File: config.mk
export PLATFORM = sky130hd
export DESIGN_NAME = gcd_lcm_coproc
export DESIGN_NICKNAME = d
export VERILOG_FILES = /design/src/rtl/gcd_lcm_coproc.sv
export SDC_FILE = /design/constraint.sdc
export NUM_CORES = 2
export LEC_CHECK = 0
export ABC_AREA = 1
export BUFFER_PORTS_ARGS = -buffer_cell sky130_fd_sc_hd__buf_2
export CAP_MARGIN = 5
export CORE_MARGIN = 2
export CORE_UTILIZATION = 37
export DETAILED_ROUTE_END_ITERATION = 6
export GPL_ROUTABILITY_DRIVEN = 0
export RECOVER_POWER = 100
export SYNTH_ARGS = -nofsm -noshare
export SYNTH_HDL_FRONTEND = slang
export SYNTH_SLANG_ARGS = --single-unit
File: constraint.sdc
create_clock -name clk -period 4.66 [get_ports clk]
set_input_delay 0.233 -clock clk [delete_from_list [all_inputs] [get_ports clk]]
set_output_delay 0.233 -clock clk [all_outputs]
set_load 0.01 [all_outputs]
File: src/rtl/gcd_lcm_coproc.sv
// Memory-mapped GCD/LCM coprocessor: binary (Stein) GCD, then restoring divide
// and shift-add multiply to form LCM = (OPA / gcd) * OPB.
module gcd_lcm_coproc #(
  parameter int          WIDTH     = 32,
  parameter logic [31:0] BASE_ADDR = 32'h0000_1000
) (
  input  logic        clk,
  input  logic        reset,
  input  logic        MemWrite,
  input  logic [31:0] DataAdr,
  input  logic [31:0] WriteData,
  output logic [31:0] ReadData,
  output logic        sel,
  output logic        irq
);

  typedef enum logic [2:0] {IDLE, CHK, STRIP, GLOOP, FIX, DIV, MUL, FIN} state_t;

  localparam logic [5:0] CNT_LAST = 6'(WIDTH - 1);

  state_t             state_reg;
  logic [WIDTH-1:0]   opa_reg, opb_reg, la_reg, lb_reg;
  logic [WIDTH-1:0]   a_reg, b_reg, g_reg, q_reg, rem_reg;
  logic [2*WIDTH-1:0] prod_reg, mcand_reg, res_reg;
  logic               mode_reg, lmode_reg, irq_en_reg;
  logic               busy_reg, done_reg, err_reg, irq_reg;
  logic [5:0]         k_reg, cnt_reg;

  logic [5:0]         word_hit;
  logic               wr_opa, wr_opb, wr_ctrl, start_ok;
  logic [63:0]        res_wide;
  logic [WIDTH:0]     rem_shift;
  logic               rem_ge;
  logic [WIDTH-1:0]   rem_diff, g_val;
  logic               unused_adr_bits;

  assign sel = (DataAdr[31:5] == BASE_ADDR[31:5]) && (DataAdr[4:2] <= 3'd5);

  for (genvar gi = 0; gi < 6; gi++) begin : g_hit
    assign word_hit[gi] = sel && (DataAdr[4:2] == 3'(gi));
  end

  assign wr_opa          = MemWrite && word_hit[0];
  assign wr_opb          = MemWrite && word_hit[1];
  assign wr_ctrl         = MemWrite && word_hit[2];
  assign start_ok        = wr_ctrl && WriteData[0] && !busy_reg;
  assign unused_adr_bits = ^DataAdr[1:0];
  assign irq             = irq_reg;
  assign res_wide        = 64'(res_reg);

  // One restoring-division step: remainder never exceeds g, so the
  // difference fits in WIDTH bits when rem_shift >= g.
  assign rem_shift = {rem_reg, q_reg[WIDTH-1]};
  assign rem_ge    = rem_shift >= {1'b0, g_reg};
  assign rem_diff  = rem_shift[WIDTH-1:0] - g_reg;
  assign g_val     = a_reg << k_reg;

  always_comb begin
    ReadData = 32'd0;
    if (sel) begin
      case (DataAdr[4:2])
        3'd0:    ReadData = 32'(opa_reg);
        3'd1:    ReadData = 32'(opb_reg);
        3'd2:    ReadData = {29'd0, irq_en_reg, mode_reg, 1'b0};
        3'd3:    ReadData = {29'd0, err_reg, done_reg, busy_reg};
        3'd4:    ReadData = res_wide[31:0];
        3'd5:    ReadData = res_wide[63:32];
        default: ReadData = 32'd0;
      endcase
    end
  end

  always_ff @(posedge clk or negedge reset) begin
    if (!reset) begin
      state_reg  <= IDLE;
      opa_reg    <= '0;
      opb_reg    <= '0;
      la_reg     <= '0;
      lb_reg     <= '0;
      a_reg      <= '0;
      b_reg      <= '0;
      g_reg      <= '0;
      q_reg      <= '0;
      rem_reg    <= '0;
      prod_reg   <= '0;
      mcand_reg  <= '0;
      res_reg    <= '0;
      mode_reg   <= 1'b0;
      lmode_reg  <= 1'b0;
      irq_en_reg <= 1'b0;
      busy_reg   <= 1'b0;
      done_reg   <= 1'b0;
      err_reg    <= 1'b0;
      irq_reg    <= 1'b0;
      k_reg      <= '0;
      cnt_reg    <= '0;
    end else begin
      irq_reg <= done_reg & irq_en_reg;
      if (wr_opa && !busy_reg) opa_reg <= WriteData[WIDTH-1:0];
      if (wr_opb && !busy_reg) opb_reg <= WriteData[WIDTH-1:0];
      if (wr_ctrl) begin
        irq_en_reg <= WriteData[2];
        if (!busy_reg) mode_reg <= WriteData[1];
      end

      if (start_ok) begin
        // Mode written together with start applies to this run.
        la_reg    <= opa_reg;
        lb_reg    <= opb_reg;
        lmode_reg <= WriteData[1];
        a_reg     <= opa_reg;
        b_reg     <= opb_reg;
        k_reg     <= '0;
        busy_reg  <= 1'b1;
        done_reg  <= 1'b0;
        err_reg   <= 1'b0;
        res_reg   <= '0;
        state_reg <= CHK;
      end else begin
        case (state_reg)
          IDLE: ;
          CHK: begin
            if (a_reg == '0 && b_reg == '0) begin
              prod_reg  <= '0;
              err_reg   <= 1'b1;
              state_reg <= FIN;
            end else if (a_reg == '0) begin
              prod_reg  <= lmode_reg ? '0 : {{WIDTH{1'b0}}, b_reg};
              state_reg <= FIN;
            end else if (b_reg == '0) begin
              prod_reg  <= lmode_reg ? '0 : {{WIDTH{1'b0}}, a_reg};
              state_reg <= FIN;
            end else begin
              state_reg <= STRIP;
            end
          end
          STRIP: begin
            if (!a_reg[0] && !b_reg[0]) begin
              a_reg <= a_reg >> 1;
              b_reg <= b_reg >> 1;
              k_reg <= k_reg + 6'd1;
            end else begin
              state_reg <= GLOOP;
            end
          end
          GLOOP: begin
            if (!a_reg[0])          a_reg <= a_reg >> 1;
            else if (!b_reg[0])     b_reg <= b_reg >> 1;
            else if (a_reg > b_reg) a_reg <= a_reg - b_reg;
            else if (b_reg > a_reg) b_reg <= b_reg - a_reg;
            else                    state_reg <= FIX;
          end
          FIX: begin
            g_reg <= g_val;
            if (!lmode_reg) begin
              prod_reg  <= {{WIDTH{1'b0}}, g_val};
              state_reg <= FIN;
            end else begin
              q_reg     <= la_reg;
              rem_reg   <= '0;
              cnt_reg   <= CNT_LAST;
              state_reg <= DIV;
            end
          end
          DIV: begin
            if (rem_ge) begin
              rem_reg <= rem_diff;
              q_reg   <= {q_reg[WIDTH-2:0], 1'b1};
            end else begin
              rem_reg <= rem_shift[WIDTH-1:0];
              q_reg   <= {q_reg[WIDTH-2:0], 1'b0};
            end
            if (cnt_reg == 6'd0) begin
              cnt_reg   <= CNT_LAST;
              mcand_reg <= {{WIDTH{1'b0}}, lb_reg};
              prod_reg  <= '0;
              state_reg <= MUL;
            end else begin
              cnt_reg <= cnt_reg - 6'd1;
            end
          end
          MUL: begin
            // q_reg now holds the quotient and is consumed LSB first.
            if (q_reg[0]) prod_reg <= prod_reg + mcand_reg;
            mcand_reg <= mcand_reg << 1;
            q_reg     <= q_reg >> 1;
            if (cnt_reg == 6'd0) state_reg <= FIN;
            else                 cnt_reg   <= cnt_reg - 6'd1;
          end
          FIN: begin
            res_reg   <= prod_reg;
            busy_reg  <= 1'b0;
            done_reg  <= 1'b1;
            state_reg <= IDLE;
          end
          default: state_reg <= IDLE;
        endcase
      end
    end
  end

endmodule

After elaboration in Yosys (flattened, before gate mapping)
Index checks and enable logic that the tools add are counted.
Word-level totals
  register bits: 502
  bits in latches: 0
  RAM bits: 0
  memory bits (read-only): 0
  input port bits: 67
  output and inout bits: 34
  word-level logic and storage cells: 175
  memories: 0
Operators by class
  $add $sub $neg: 6
  multipliers: 0
  divide/modulo/power cells: 0
  order comparisons: 4
  equality and inequality tests: 31
  shift-type cells: 1
  mux-type cells: 61
  bitwise logic cells: 3
  reductions and logical operators: 45
Operators by type and width (number)
  two-way mux 64 bit: 9
  two-way mux 32 bit: 17
  case mux 64 bit (4 select lines): 1
  case mux 32 bit (2 select lines): 3
  case mux 32 bit (6 select lines): 1
  case mux 64 bit (2 select lines): 1
  case mux 32 bit (3 select lines): 1
  subtractor 32 bit: 3
  adder 64 bit: 1
  greater-than comparator 32 bit: 2
  zero test 32 bit: 2
  two-way mux 6 bit: 6
  >= comparator 33 x 32 -> 1 bit: 1
  two-way mux 3 bit: 11
  << shifter 32 x 6 -> 32 bit: 1
  == test 27 x 8 -> 1 bit, second input constant: 1
  inequality test 3 bit, second input constant: 8
  case mux 3 bit (7 select lines): 1
  inequality test 4 bit, second input constant: 5
  == test 3 bit, second input constant: 6
  case mux 6 bit (3 select lines): 1
  nonzero test 2 bit: 7
  logical AND 1 bit: 13
  == test 3 x 2 -> 1 bit, second input constant: 4
  other kinds (21): 45

Logic depth before layout (Yosys ltp)
  depth in word-level cells: 8
  depth in mapped cells: 21
  depth with buffers taken out: 20

Worst setup path before layout
No wires, ideal clock.
  path type: register -> register
  start point: register a_reg[0]
  end point: register a_reg[21]
  library setup time: 117 ps
  arrival: 2543 ps
  data required time: 4543 ps
  slack: 2001 ps
  cell stages (with the launch flop): 22
  buffers on the path: 2
  period minus slack after synthesis: 2659 ps
  cell sequence: dfrtp_1 clkinv_1 ha_1 inv_1 fa_1 nand3_1 nand3_1 nand2_1 nand2_1 nand2_1 nand2_2 nand2_1 nand2_2 nand2_1 nand2_1 nand2_2 a21oi_4 inv_2 buf_6 buf_6 nand2_1 nand2_1
On the way
  longest elaborated chain between the ends: 6
  elaborated cells on any way between the ends: 13
  classes of those cells: 1 x add/sub; 1 x order compare; 3 x eq/ne; 5 x mux; 3 x reduce/logical
Ends and longest elaborated chain
  from (decl): RTL line 23  | logic [WIDTH-1:0] a_reg, b_reg, g_reg, q_reg, rem_reg;
  from (signal assigned): RTL line 111  | a_reg <= opa_reg;
  from (signal assigned): RTL line 139  | a_reg <= a_reg >> 1;
  from (signal assigned): RTL line 147  | if (!a_reg[0]) a_reg <= a_reg >> 1;
  subtractor 32 bit: RTL line 149  | else if (a_reg > b_reg) a_reg <= a_reg - b_reg;
  two-way mux 32 bit: RTL line 149
  two-way mux 32 bit: RTL line 148  | else if (!b_reg[0]) b_reg <= b_reg >> 1;
  two-way mux 32 bit: RTL line 147
  case mux 32 bit (2 select lines): RTL line 120  | case (state_reg)
  two-way mux 32 bit: RTL line 106  | if (start_ok) begin
Several ways; a longest one is shown, not always the timed one. The select of a mux whose other input is x is not followed.
A chain may end at the register's enable or synchronous reset.

Worst setup path in the final report
  start point: register b_reg[1]
  end point: register prod_reg[32]
On the way
  longest elaborated chain between the ends: 4
  elaborated cells on any way between the ends: 6
  classes of those cells: 1 x eq/ne; 2 x mux; 3 x reduce/logical
Ends and longest elaborated chain
  from (decl): RTL line 23
  from (signal assigned): RTL line 112  | b_reg <= opb_reg;
  from (signal assigned): RTL line 140  | b_reg <= b_reg >> 1;
  from (signal assigned): RTL line 148
  zero test 32 bit (*): RTL line 123, 130
  logical AND 1 bit: RTL line 123  | if (a_reg == '0 && b_reg == '0) begin
  inequality test 4 bit (no line) / two-way mux 64 bit (equally long branches)
  AND reduction 6 bit (no line) / case mux 64 bit (4 select lines) (equally long branches)
  to (signal assigned): RTL line 128  | prod_reg <= lmode_reg ? '0 : {{WIDTH{1'b0}}, b_reg};
  to (signal assigned): RTL line 131  | prod_reg <= lmode_reg ? '0 : {{WIDTH{1'b0}}, a_reg};
  to (signal assigned): RTL line 156  | prod_reg <= {{WIDTH{1'b0}}, g_val};
  to (decl): RTL line 24  | logic [2*WIDTH-1:0] prod_reg, mcand_reg, res_reg;
Every way passes the cells marked *; elsewhere a longest branch is shown, timed or not.

==> results.json <==
{
  "path_buf_inv": 3,
  "dr.pass1.iters": 7,
  "cts_setup_buffers": 0,
  "die_x_um": 318.8,
  "synthAdderAreaFrac": 0.05748,
  "synth_xor_area_frac": 0.01434,
  "holdCritPathClass": "input pin to flip-flop",
  "seq_area_frac_synth": 0.3427,
  "numCtsBuffers": 61,
  "ys_ff_latch": 502,
  "power.share.clock": 0.335,
  "cp_cell_sequence": "inv_1 > nand4_1 > nor4_1 > nand2_1 > nand3_1 > nand3_2 > clkbuf_2 > nor2_1 > buf_4 > nand3_1 > nand2_1",
  "fin_hold_ws_ns": -0.006538,
  "grt_pass1_vias": 35090,
  "syn_inst": 5501,
  "via_per_inst": 5.512,
  "hold_start": "WriteData[0]",
  "placed_cell_area_sq_um": 38340,
  "vias": 37910,
  "die_h_um": 318.8,
  "worst_pin_slew_ns": 2.909,
  "tritoncts": "yes",
  "hold_end": "opa_reg[0]",
  "finalInstanceArea_sq_um": 40620,
  "fp.dieArea_sq_um": 101600,
  "reg2reg_depth": 11,
  "violations": "DRC, hold timing, capacitance limit, slew limit",
  "muxShareOfSynthArea": 0.01911,
  "antenna_found_initial": 4,
  "synth-simple-area-share": 0.3076,
  "final_nets": 5770,
  "clockBufferDepth": 3,
  "critical-path-slowest-cell": "nor2_1",
  "peakVddDrop_v": 0.0003511,
  "overflow": 0,
  "fmax_ghz": 0.2412,
  "p_int_mw": 8.964,
  "initial_utilization": 0.3730,
  "netlist_area_sq_um": 36660,
  "dp_hpwl_mm": 110.0,
  "synth-edff-count": 0,
  "total_power_mw": 15.25,
  "synth_area_leaders": "dfrtp_1 34%, nand2_1 17%, inv_1 7.7%",
  "cp-end-kind": "flip-flop",
  "rsz0062_at_grt": "no",
  "htreeDepth": 2,
  "port_buffers": 98,
  "hold_violations": 1,
  "ys_types": 52,
  "cp.required_ns": 5.27,
  "cts_sinks": 502,
  "grt_max_degree": 108,
  "core_region_area_sq_um": 98280,
  "cp_top_family": "simple AND/OR/NAND/NOR gates",
  "yosysTopAreaCellShare": 0.3427,
  "ctsResizeCount": 0,
  "fill_cells": 10440,
  "p_sw_mw": 6.289,
  "grt_use_total": 0.2740,
  "grt_first_pass_wirelength_mm": 214.3,
  "seq_power_share": 0.296,
  "avgSynthCellArea_sq_um": 6.664,
  "drc": 6,
  "synth_area_leader_cell": "dfrtp_1",
  "clkTransAtPathRegs_ns": 0.07,
  "syn-num-nets": 5734,
  "period_needed_ns": 4.146,
  "hold_path_depth": 5,
  "rows": 115,
  "pwr-share-comb": 0.368,
  "synthArstFlopShare": 1.000,
  "p_leak_nw": 21.04,
  "synth_top_family_by_area": "simple AND/OR/NAND/NOR gates",
  "wl_per_cell_um": 20.75,
  "max_cap_violations": 7,
  "p_per_area_nw_per_um2": 375.5,
  "clock_tree.root_cell": "clkbuf_16",
  "critPathMaxFanout": 24,
  "synth-compound-area-share": 0.1530,
  "synth_top_flop_cell": "dfrtp_1",
  "timing_worst_setup_path_type": "flip-flop to flip-flop",
  "finalSetupTns_ns": 0,
  "switching_share": 0.4123,
  "clk_latency_ns": 0.71,
  "reg2reg_to": "prod_reg[32]",
  "maxSlewHeadroom": -0.9394,
  "drt_iter0_markers": 3904,
  "cts_hold_buf": 34,
  "drive_gt1_frac": 0.05225,
  "postRouteAntennaNets": 0,
  "status": "finished, violations left",
  "period_share": 0.8898,
  "setup_violations": 0,
  "fin_worst_skew_ns": 0.05684,
  "max_stage_delay_ns": 1.07,
  "wirelength_mm": 142.7,
  "cp-start-kind": "flip-flop",
  "r2r_slack_ns": 0.51,
  "area_growth_pct": 10.81,
  "yosysWarnings": 0,
  "r2r_start": "b_reg[1]",
  "worstPathArrival_ns": 4.76,
  "ios": 101,
  "maxSlewViolCount": 301
}
-- final cells by class --
| cell class | instances | area (sq um) | share of cell area |
|---|---|---|---|
| multi-input cells | 4006 | 20210 | 0.4974 |
| flip-flops and latches | 502 | 12560 | 0.3093 |
| inverters | 777 | 2917 | 0.07180 |
| clock buffers | 87 | 1774 | 0.04368 |
| well taps | 1287 | 1610 | 0.03964 |
| repair buffers | 189 | 1190 | 0.02929 |
| clock inverters | 28 | 357.8 | 0.008809 |
| diodes | 1 | 2.502 | 0.00006160 |
-- worst min-delay path, delay by kind of cell --
family / cells / cell delay [ns]
AOI/OAI and AO/OA: 1 / 0.05
and+or+nand+nor: 1 / 0.12
buffers and inverters: 3 / 0.23
-- cell families after synthesis --
| family | Yosys count |
|---|---|
| AOI/OAI and AO/OA | 1003 |
| buffers and inverters | 993 |
| muxes | 70 |
| and+or+nand+nor | 2707 |
| DFF | 502 |
| adders and majority gates | 166 |
| xor gates and xnor gates | 60 |
-- layer usage --
| metal | share of wire | GRT usage | up-vias |
|---|---|---|---|
| li1 | - | - | 17910 |
| met4 | 0.060 | 0.1409 | 6 |
| met2 | 0.42 | 0.4027 | 1724 |
| met3 | 0.10 | 0.06319 | 351 |
| met5 | 0.00026 | 0 | - |
| met1 | 0.42 | 0.3747 | 17920 |
-- synthesized netlist by cell type, types with 2 or more instances --
library cell  number
buf_2             65
xnor2_1           17
clkinv_1           4
nand4_1           54
nor2_1           375
nor2_4             4
nand3_2            2
nand2b_1           3
o21bai_1          20
clkbuf_1         117
nor4_1            11
o221ai_1          18
buf_1             18
a22oi_1            3
o21ai_1           12
a21o_1            11
inv_1            754
nor3_1            37
and2_1             3
o31ai_1            5
nand2_2           10
nand2_1         1691
o21a_1            12
dfrtp_1          502
buf_6              3
inv_2             19
nand3b_1          34
xor2_1            43
o21ai_0          418
o211ai_1          76
a31oi_1           10
a21oi_1          297
a211oi_1           3
or2_2             30
nor3_2             2
mux2i_1           70
fa_1               4
o22ai_1          105
nor2_2            12
a21boi_0           7
buf_4             13
ha_1             162
nand3_1          436
-- power by group through the flow --
stage | registers [mW] | clock network, mW | logic (mW)
finish | 4.52 | 5.11 | 5.62
global route | 4.53 | 5.37 | 6.09
CTS | 4.52 | 5.17 | 5.42
detailed placement | 4.60 | 0 | 5.38
global placement | 4.59 | 0 | 5.34
floorplan | 4.57 | 0 | 3.65
-- layout by cell type (no fill, tap or decap), drive strengths merged, types with 12 or more instances in the layout --
cell type	netlist	layout
nand4	55	55
xor2	43	43
dfrtp	502	502
xnor2	17	17
inv	773	776
o211ai	76	76
nand3	438	438
clkinv	4	22
nor2	391	391
a21oi	298	298
nor3	39	39
nand2	1701	1701
or2	31	31
mux2i	70	70
ha	162	162
buf	99	100
o22ai	105	105
o21ai	431	431
clkbuf	117	142
o221ai	18	18
o21bai	20	20
o21a	12	12
dlygate4sd3	0	34
nand3b	34	34
-- worst max path at each step --
stage,from,end,slack (ns),depth (start not counted)
floorplan,a_reg[0],a_reg[21],2.00,21
global placement,a_reg[0],b_reg[25],1.17,18
detailed placement,a_reg[0],b_reg[25],1.13,18
CTS,a_reg[0],b_reg[25],1.10,18
global route,b_reg[1],prod_reg[57],0.38,10
finish,b_reg[1],prod_reg[32],0.51,11
-- per-stage QoR --
stage / setup WS, ns / instances / utilization / hold WS [ns]
after detailed placement: 1.128 / 6727 / 0.3901 / 0.3435
after global placement: 1.173 / 6727 / 0.3901 / 0.3474
after CTS: 1.104 / 6876 / 0.4153 / 0.04553
after floorplan: 2.001 / 5501 / - / -0.06259
after global routing: 0.3809 / 6876 / 0.4133 / 0.008450
final: 0.5136 / 6877 / 0.4133 / -0.006538
No activity file was read; power rests on OpenSTA's default activity.
